===== src/rtl/amo_queue_if.sv =====
// Handshake bundle between the LSU/commit/cache side and the AMO queue.
interface amo_queue_if #(
  parameter int XLEN  = 32,
  parameter int PLEN  = 34,
  parameter int DEPTH = 2
);
  localparam int UW = $clog2(DEPTH + 1);

  logic            flush_i;
  logic            valid_i;
  logic            ready_o;
  logic [3:0]      amo_op_i;
  logic [PLEN-1:0] paddr_i;
  logic [XLEN-1:0] data_i;
  logic [1:0]      data_size_i;
  logic            amo_valid_commit_i;
  logic            no_st_pending_i;
  logic            amo_req_valid_o;
  logic            amo_req_ready_i;
  logic [3:0]      amo_req_op_o;
  logic [1:0]      amo_req_size_o;
  logic [63:0]     amo_req_addr_o;
  logic [63:0]     amo_req_data_o;
  logic            amo_resp_valid_i;
  logic [63:0]     amo_resp_result_i;
  logic            result_valid_o;
  logic [XLEN-1:0] result_o;
  logic [UW-1:0]   usage_o;
  logic            timeout_o;

  modport slave (
    input  flush_i, valid_i, amo_op_i, paddr_i, data_i, data_size_i,
    input  amo_valid_commit_i, no_st_pending_i, amo_req_ready_i,
    input  amo_resp_valid_i, amo_resp_result_i,
    output ready_o, amo_req_valid_o, amo_req_op_o, amo_req_size_o,
    output amo_req_addr_o, amo_req_data_o, result_valid_o, result_o,
    output usage_o, timeout_o
  );

  modport master (
    output flush_i, valid_i, amo_op_i, paddr_i, data_i, data_size_i,
    output amo_valid_commit_i, no_st_pending_i, amo_req_ready_i,
    output amo_resp_valid_i, amo_resp_result_i,
    input  ready_o, amo_req_valid_o, amo_req_op_o, amo_req_size_o,
    input  amo_req_addr_o, amo_req_data_o, result_valid_o, result_o,
    input  usage_o, timeout_o
  );
endinterface


===== src/rtl/amo_queue.sv =====
// Multi-entry AMO queue: holds AMOs until commit, issues head to D$.
// Optional response watchdog enabled by AMO_QUEUE_WATCHDOG_EN.
module amo_queue #(
  parameter int XLEN    = 32,
  parameter int PLEN    = 34,
  parameter int DEPTH   = 2,
  parameter int TIMEOUT = 1024
) (
  input  logic       clk_i,
  input  logic       rst_i,
  amo_queue_if.slave bus
);
  localparam int PW = (DEPTH > 1) ? $clog2(DEPTH) : 1;
  localparam int UW = $clog2(DEPTH + 1);

  typedef enum logic [1:0] {
    IDLE, WAIT_COMMIT, REQ, WAIT_RESP
  } state_t;

  state_t          state_q, state_n;
  logic            committed_q, committed_n;
  logic [PW-1:0]   rptr_q, rptr_n, wptr_q, wptr_n;
  logic [UW-1:0]   usage_q, usage_n;
  logic [3:0]      op_q   [DEPTH];
  logic [PLEN-1:0] addr_q [DEPTH];
  logic [XLEN-1:0] data_q [DEPTH];
  logic [1:0]      size_q [DEPTH];
  logic            res_valid_q, tmo_q;
  logic [XLEN-1:0] res_q, res_d;
  logic [63:0]     raw;
  logic            push, pop, resp, tmo, commit_now, go, head_kept;

  function automatic logic [PW-1:0] inc(input logic [PW-1:0] p);
    return (p == PW'(DEPTH - 1)) ? '0 : p + PW'(1);
  endfunction

  assign bus.ready_o = usage_q < UW'(DEPTH);
  assign push = bus.valid_i && bus.ready_o && !bus.flush_i;
  assign resp = (state_q == WAIT_RESP) && bus.amo_resp_valid_i;
  assign pop  = resp || tmo;
  assign commit_now = (state_q == WAIT_COMMIT) && bus.amo_valid_commit_i
                      && !committed_q;
  assign go = (state_q == WAIT_COMMIT) && bus.no_st_pending_i
              && (committed_q || bus.amo_valid_commit_i);
  // A commit in the flush cycle still protects the head.
  assign head_kept = !pop && (committed_q || commit_now
                     || state_q == REQ || state_q == WAIT_RESP);

`ifdef AMO_QUEUE_WATCHDOG_EN
  localparam int CW = $clog2(TIMEOUT + 1);
  logic [CW-1:0] wd_q;

  always_ff @(posedge clk_i or posedge rst_i) begin
    if (rst_i) wd_q <= '0;
    else if (state_q == WAIT_RESP && !pop) wd_q <= wd_q + CW'(1);
    else wd_q <= '0;
  end

  assign tmo = (state_q == WAIT_RESP) && !bus.amo_resp_valid_i
               && (wd_q == CW'(TIMEOUT - 1));
`else
  assign tmo = 1'b0;
`endif

  always_comb begin
    state_n     = state_q;
    committed_n = committed_q;
    rptr_n      = rptr_q;
    wptr_n      = wptr_q;
    usage_n     = usage_q;
    if (pop) rptr_n = inc(rptr_q);
    if (bus.flush_i) begin
      if (head_kept) begin
        wptr_n  = inc(rptr_q);
        usage_n = UW'(1);
      end else begin
        wptr_n  = rptr_n;
        usage_n = '0;
      end
    end else begin
      if (push) wptr_n = inc(wptr_q);
      usage_n = usage_q + UW'(push) - UW'(pop);
    end
    unique case (state_q)
      IDLE: if (push) state_n = WAIT_COMMIT;
      WAIT_COMMIT: begin
        if (go) begin
          state_n     = REQ;
          committed_n = 1'b0;
        end else if (commit_now) begin
          committed_n = 1'b1;
        end
      end
      REQ: if (bus.amo_req_ready_i) state_n = WAIT_RESP;
      WAIT_RESP: begin
        if (pop) state_n = (usage_n != '0) ? WAIT_COMMIT : IDLE;
      end
      default: state_n = IDLE;
    endcase
    if (bus.flush_i && !head_kept) begin
      state_n     = IDLE;
      committed_n = 1'b0;
    end
  end

  always_comb begin
    raw   = resp ? bus.amo_resp_result_i : '1;
    res_d = raw[XLEN-1:0];
    if (XLEN == 64 && size_q[rptr_q] == 2'b10)
      res_d = XLEN'($signed(raw[31:0]));
  end

  always_ff @(posedge clk_i or posedge rst_i) begin
    if (rst_i) begin
      state_q     <= IDLE;
      committed_q <= 1'b0;
      rptr_q      <= '0;
      wptr_q      <= '0;
      usage_q     <= '0;
      res_valid_q <= 1'b0;
      res_q       <= '0;
      tmo_q       <= 1'b0;
    end else begin
      state_q     <= state_n;
      committed_q <= committed_n;
      rptr_q      <= rptr_n;
      wptr_q      <= wptr_n;
      usage_q     <= usage_n;
      res_valid_q <= pop;
      tmo_q       <= tmo;
      if (pop) res_q <= res_d;
    end
  end

  always_ff @(posedge clk_i) begin
    if (push) begin
      op_q[wptr_q]   <= bus.amo_op_i;
      addr_q[wptr_q] <= bus.paddr_i;
      data_q[wptr_q] <= bus.data_i;
      size_q[wptr_q] <= bus.data_size_i;
    end
  end

  assign bus.amo_req_valid_o = (state_q == REQ);
  assign bus.amo_req_op_o    = op_q[rptr_q];
  assign bus.amo_req_size_o  = size_q[rptr_q];
  assign bus.amo_req_addr_o  = 64'(addr_q[rptr_q]);
  assign bus.amo_req_data_o  = 64'(data_q[rptr_q]);
  assign bus.result_valid_o  = res_valid_q;
  assign bus.result_o        = res_q;
  assign bus.usage_o         = usage_q;
  assign bus.timeout_o       = tmo_q;
endmodule

===== src/flat_wrapper.sv =====
// flat-port wrapper written by rule: the top's interface ports become plain ports
module amo_queue_flat 
#(
  parameter int XLEN    = 32,
  parameter int PLEN    = 34,
  parameter int DEPTH   = 2,
  parameter int TIMEOUT = 1024
)
  (clk_i, rst_i, bus_flush_i, bus_valid_i, bus_amo_op_i, bus_paddr_i, bus_data_i, bus_data_size_i, bus_amo_valid_commit_i, bus_no_st_pending_i, bus_amo_req_ready_i, bus_amo_resp_valid_i, bus_amo_resp_result_i, bus_ready_o, bus_amo_req_valid_o, bus_amo_req_op_o, bus_amo_req_size_o, bus_amo_req_addr_o, bus_amo_req_data_o, bus_result_valid_o, bus_result_o, bus_usage_o, bus_timeout_o);
  amo_queue_if #(.XLEN(XLEN), .PLEN(PLEN), .DEPTH(DEPTH)) bus_i ();
  input  logic clk_i;
  input  logic rst_i;
  input wire logic [$bits(bus_i.flush_i)-1:0] bus_flush_i;
  input wire logic [$bits(bus_i.valid_i)-1:0] bus_valid_i;
  input wire logic [$bits(bus_i.amo_op_i)-1:0] bus_amo_op_i;
  input wire logic [$bits(bus_i.paddr_i)-1:0] bus_paddr_i;
  input wire logic [$bits(bus_i.data_i)-1:0] bus_data_i;
  input wire logic [$bits(bus_i.data_size_i)-1:0] bus_data_size_i;
  input wire logic [$bits(bus_i.amo_valid_commit_i)-1:0] bus_amo_valid_commit_i;
  input wire logic [$bits(bus_i.no_st_pending_i)-1:0] bus_no_st_pending_i;
  input wire logic [$bits(bus_i.amo_req_ready_i)-1:0] bus_amo_req_ready_i;
  input wire logic [$bits(bus_i.amo_resp_valid_i)-1:0] bus_amo_resp_valid_i;
  input wire logic [$bits(bus_i.amo_resp_result_i)-1:0] bus_amo_resp_result_i;
  output wire logic [$bits(bus_i.ready_o)-1:0] bus_ready_o;
  output wire logic [$bits(bus_i.amo_req_valid_o)-1:0] bus_amo_req_valid_o;
  output wire logic [$bits(bus_i.amo_req_op_o)-1:0] bus_amo_req_op_o;
  output wire logic [$bits(bus_i.amo_req_size_o)-1:0] bus_amo_req_size_o;
  output wire logic [$bits(bus_i.amo_req_addr_o)-1:0] bus_amo_req_addr_o;
  output wire logic [$bits(bus_i.amo_req_data_o)-1:0] bus_amo_req_data_o;
  output wire logic [$bits(bus_i.result_valid_o)-1:0] bus_result_valid_o;
  output wire logic [$bits(bus_i.result_o)-1:0] bus_result_o;
  output wire logic [$bits(bus_i.usage_o)-1:0] bus_usage_o;
  output wire logic [$bits(bus_i.timeout_o)-1:0] bus_timeout_o;
  assign bus_i.flush_i = bus_flush_i;
  assign bus_i.valid_i = bus_valid_i;
  assign bus_i.amo_op_i = bus_amo_op_i;
  assign bus_i.paddr_i = bus_paddr_i;
  assign bus_i.data_i = bus_data_i;
  assign bus_i.data_size_i = bus_data_size_i;
  assign bus_i.amo_valid_commit_i = bus_amo_valid_commit_i;
  assign bus_i.no_st_pending_i = bus_no_st_pending_i;
  assign bus_i.amo_req_ready_i = bus_amo_req_ready_i;
  assign bus_i.amo_resp_valid_i = bus_amo_resp_valid_i;
  assign bus_i.amo_resp_result_i = bus_amo_resp_result_i;
  assign bus_ready_o = bus_i.ready_o;
  assign bus_amo_req_valid_o = bus_i.amo_req_valid_o;
  assign bus_amo_req_op_o = bus_i.amo_req_op_o;
  assign bus_amo_req_size_o = bus_i.amo_req_size_o;
  assign bus_amo_req_addr_o = bus_i.amo_req_addr_o;
  assign bus_amo_req_data_o = bus_i.amo_req_data_o;
  assign bus_result_valid_o = bus_i.result_valid_o;
  assign bus_result_o = bus_i.result_o;
  assign bus_usage_o = bus_i.usage_o;
  assign bus_timeout_o = bus_i.timeout_o;
  amo_queue #(.XLEN(XLEN), .PLEN(PLEN), .DEPTH(DEPTH), .TIMEOUT(TIMEOUT)) u_core (.clk_i(clk_i), .rst_i(rst_i), .bus(bus_i));
endmodule

===== config.mk =====
export PLATFORM = sky130hd
export DESIGN_NAME = amo_queue_flat
export DESIGN_NICKNAME = d
export VERILOG_FILES = /design/src/rtl/amo_queue_if.sv /design/src/rtl/amo_queue.sv /design/src/flat_wrapper.sv
export SDC_FILE = /design/constraint.sdc
export NUM_CORES = 1
export LEC_CHECK = 0
export ABC_AREA = 1
export CAP_MARGIN = 20
export CORE_UTILIZATION = 35
export CTS_CLUSTER_DIAMETER = 200
export DETAILED_ROUTE_END_ITERATION = 8
export PLACE_DENSITY = 0.68
export SLEW_MARGIN = 40
export SYNTH_ARGS = -nofsm -noshare
export SYNTH_HDL_FRONTEND = slang
export SYNTH_SLANG_ARGS = --single-unit

===== constraint.sdc =====
create_clock -name clk_i -period 5.8 [get_ports clk_i]
set_clock_uncertainty 0.15 [all_clocks]
set_input_delay 1.74 -clock clk_i [delete_from_list [all_inputs] [get_ports clk_i]]
set_output_delay 1.74 -clock clk_i [all_outputs]
set_load 0.03 [all_outputs]

==> out/metrics.yaml <==
layout:
  number_of_nets_in_the_finished_design: 1034
  post_layout_nonfiller_instances: 1171
  areaGrowthSynthToFinish_pct: 38.5
  final_layout_size_suffix_gt1_share_pct: 6.25
  antenna_cells: 0
  post-route-util_pct: 49.5
synth:
  synth.ff_latch_count: 184
  syn-mean-instance-area_um2: 11.4
  post_synth_main_area_contributors: "sky130_fd_sc_hd__edfxtp_1, sky130_fd_sc_hd__nand2_1, sky130_fd_sc_hd__dfrtp_1"
  yosysTopAreaCell: "sky130_fd_sc_hd__edfxtp_1"
  syn-instance-count: 657
  synth.cell_area_um2: 7510
  synth.distinct_cells: 24
  post-synth-top-count-cell: "sky130_fd_sc_hd__nand2_1"
  yosysTopAreaCellShare_pct: 57.6
  yosysSeqAreaShare_pct: 70.9
  ys.flop_type: "sky130_fd_sc_hd__edfxtp_1"
  synth-async-reset-ratio_pct: 21.7
  synth_top_cells_by_count: "sky130_fd_sc_hd__nand2_1, sky130_fd_sc_hd__edfxtp_1, sky130_fd_sc_hd__buf_4"
  ys_warn_count: 0
  synth_edf_count: 144
critical_path:
  timing.critical_path.from_type: "flip-flop"
  critical_path_required_ns: 3.91
  critPathKind: "flip-flop to primary output"
  r2r_slack_ns: 3.68
  timing.critical_path.to_type: "primary output"
  crit_arrival_ns: 2.69
  crit-reg2reg-launch: "u_core.state_q[0]"
  r2r_end: "u_core.state_q[0]"
  worstPathMaxFanout: 35
  worstSetupStartpoint: "u_core.rptr_q"
  r2r.worst_path.cells: 13
  crit_end: "bus_amo_req_addr_o[26]"
timing:
  maxSlewHeadroom_pct: 57.2
  final-max-slew-violation-count: 0
  finalWorstPathRequiredPeriod_ns: 4.58
  hold-worst-slack_ns: 0.329
  max_slew.worst_pin.slew_ns: 0.641
  timing.final.setup_violations: 0
  final_hold_viol_count: 0
  rsz0062_at_grt: "false"
  fmax_mhz: 218
  final.setup.tns_ns: 0
  final.period_utilization_pct: 78.9
clock_tree:
  clock-sinks: 184
  cts.clk_slew.worst_paths_ns: 0.07
  clock_latency_ns: 0.42
  cts-htree-levels: 4
  cell_at_the_root_of_the_clock_tree: "sky130_fd_sc_hd__clkbuf_16"
  cts_made_buffers: 17
  post_cts_hold_buffer_count: 0
  cts.path.max_buffers: 2
  tritoncts: "yes"
  post_cts.repair.setup_buffers: 0
  cts.repair.resized: 0
power_and_ir_drop:
  finalPower_uw: 5110
  p_leak_uw: 0.00439
  power-per-cell-area_nw_per_um2: 491
  worst_supply_voltage_drop_on_vdd_uv: 278
route:
  via_cell_ratio: 4.26
  drtIter0Drc: 140
  ant_nets: 0
  routedWlPerCell_um: 13.6
  vias: 4983
  firstDrtPassIters: 4
  postRouteWirelength_um: 15900
  drt_drc_violations_left: 0
worst_hold_path:
  holdCritStartpoint: "u_core.bus.result_o[5]"
  hold_depth: 2
  hold_path_class: "flip-flop to flip-flop"
global_routing:
  antenna_found_initial: 0
  grt_pass1_wl_um: 24700
  number_of_global_route_vias_before_repair: 4762
  global_route.usage.total_pct: 14.9
  grt_overflow_total: 0
  grt_start_max_net_pins: 73
outcome:
  result_of_the_run: "complete, no violations"
floorplanning:
  die-width_um: 148
  design.portCount: 316
  core_um2: 21000
  die_area_um2: 22000
  die_span_y_um: 148
  core.rowCount: 53
  starting_density_of_the_core_pct: 35.7
place:
  placed_cells: 1139
  estimated_wirelength_of_the_detail_placed_design_um: 10500
  finalWeightedCongestion: 0.717
  port_bufs: 220
flow_run:
  drv_cap: 0
## metal layers
layer / vias up / share of wire (%) / GRT usage (%)
met3: 17 / 10 / 6.66
met4: 0 / 1.7 / 4.90
met1: 2294 / 38 / 16.3
li1: 2443 / - / -
met2: 229 / 51 / 25.5
met5: - / 0 / 0
## kinds of logic after synthesis
kind of cell | synth area share (%)
compound gates | 0.850
fa+ha+maj | 1.17
other cells | 0.0499
xor+xnor | 0.117
flops | 70.9
simple gates | 18.0
buf+inv | 8.88
## through the flow
stage | worst slack, ns | area (um^2)
after global routing | 1.01 | 10400
after CTS | 1.11 | 10400
after global placement | 1.59 | 9790
after detailed placement | 1.57 | 9790
final | 1.22 | 10400
after floorplan | 0.144 | 7740
## cell usage in the layout (no fill, tap or decap), types with 2 or more instances in the layout
cell type / instances
sky130_fd_sc_hd__inv_1: 16
sky130_fd_sc_hd__nand2_1: 331
sky130_fd_sc_hd__clkbuf_16: 17
sky130_fd_sc_hd__dfrtp_1: 39
sky130_fd_sc_hd__buf_4: 9
sky130_fd_sc_hd__nor2_4: 4
sky130_fd_sc_hd__clkinv_4: 3
sky130_fd_sc_hd__o21ai_1: 2
sky130_fd_sc_hd__edfxtp_1: 144
sky130_fd_sc_hd__a21oi_1: 4
sky130_fd_sc_hd__inv_2: 4
sky130_fd_sc_hd__conb_1: 63
sky130_fd_sc_hd__inv_6: 5
sky130_fd_sc_hd__nand2_2: 2
sky130_fd_sc_hd__bufinv_16: 2
sky130_fd_sc_hd__nand3_1: 5
sky130_fd_sc_hd__ha_1: 7
sky130_fd_sc_hd__inv_8: 3
sky130_fd_sc_hd__clkdlybuf4s50_1: 220
sky130_fd_sc_hd__nor2_1: 4
## how the worst min path moves through the flow
stage                              endpoint  slack, ns
global route        u_core.bus.result_o[22]       0.35
CTS                  u_core.bus.result_o[5]       0.33
floorplan                     u_core.wptr_q       0.34
finish               u_core.bus.result_o[5]       0.33
global placement    u_core.bus.result_o[21]       0.31
detailed placement   u_core.bus.result_o[5]       0.31
## final cells by class
class,count,area [um^2]
fill,1882,10600
sequential,184,5330
timing repair buffer,230,2280
multi-input combinational,430,1770
clock buffer,17,425
tap,275,344
clock inverter,15,184
inverter,20,75.1
## report_power, final
group          switching [uW]  leakage [uW]  internal [uW]  total, uW
clock network             530      0.000299            656       1190
logic                    1350       0.00226            790       2140
registers                 101       0.00183           1680       1780
## flip-flops by register name (all words and copies together), names as in the netlist
register                   flops
u_core.op_q                    8
u_core.addr_q                 68
u_core.bus.result_valid_o      1
u_core.data_q                 64
u_core.bus.usage_o             2
u_core.state_q                 2
u_core.committed_q             1
u_core.rptr_q                  1
u_core.wptr_q                  1
u_core.size_q                  4
u_core.bus.result_o           32
## critical path, cell delays in order, from the launching register on
cell and delay [ns]:
sky130_fd_sc_hd__dfrtp_2 0.42, sky130_fd_sc_hd__inv_2 0.47, sky130_fd_sc_hd__buf_4 0.47, sky130_fd_sc_hd__nand2_1 0.10, sky130_fd_sc_hd__nand2_1 0.11, sky130_fd_sc_hd__clkdlybuf4s50_1 0.67
Power figures use the tool's default switching activity.
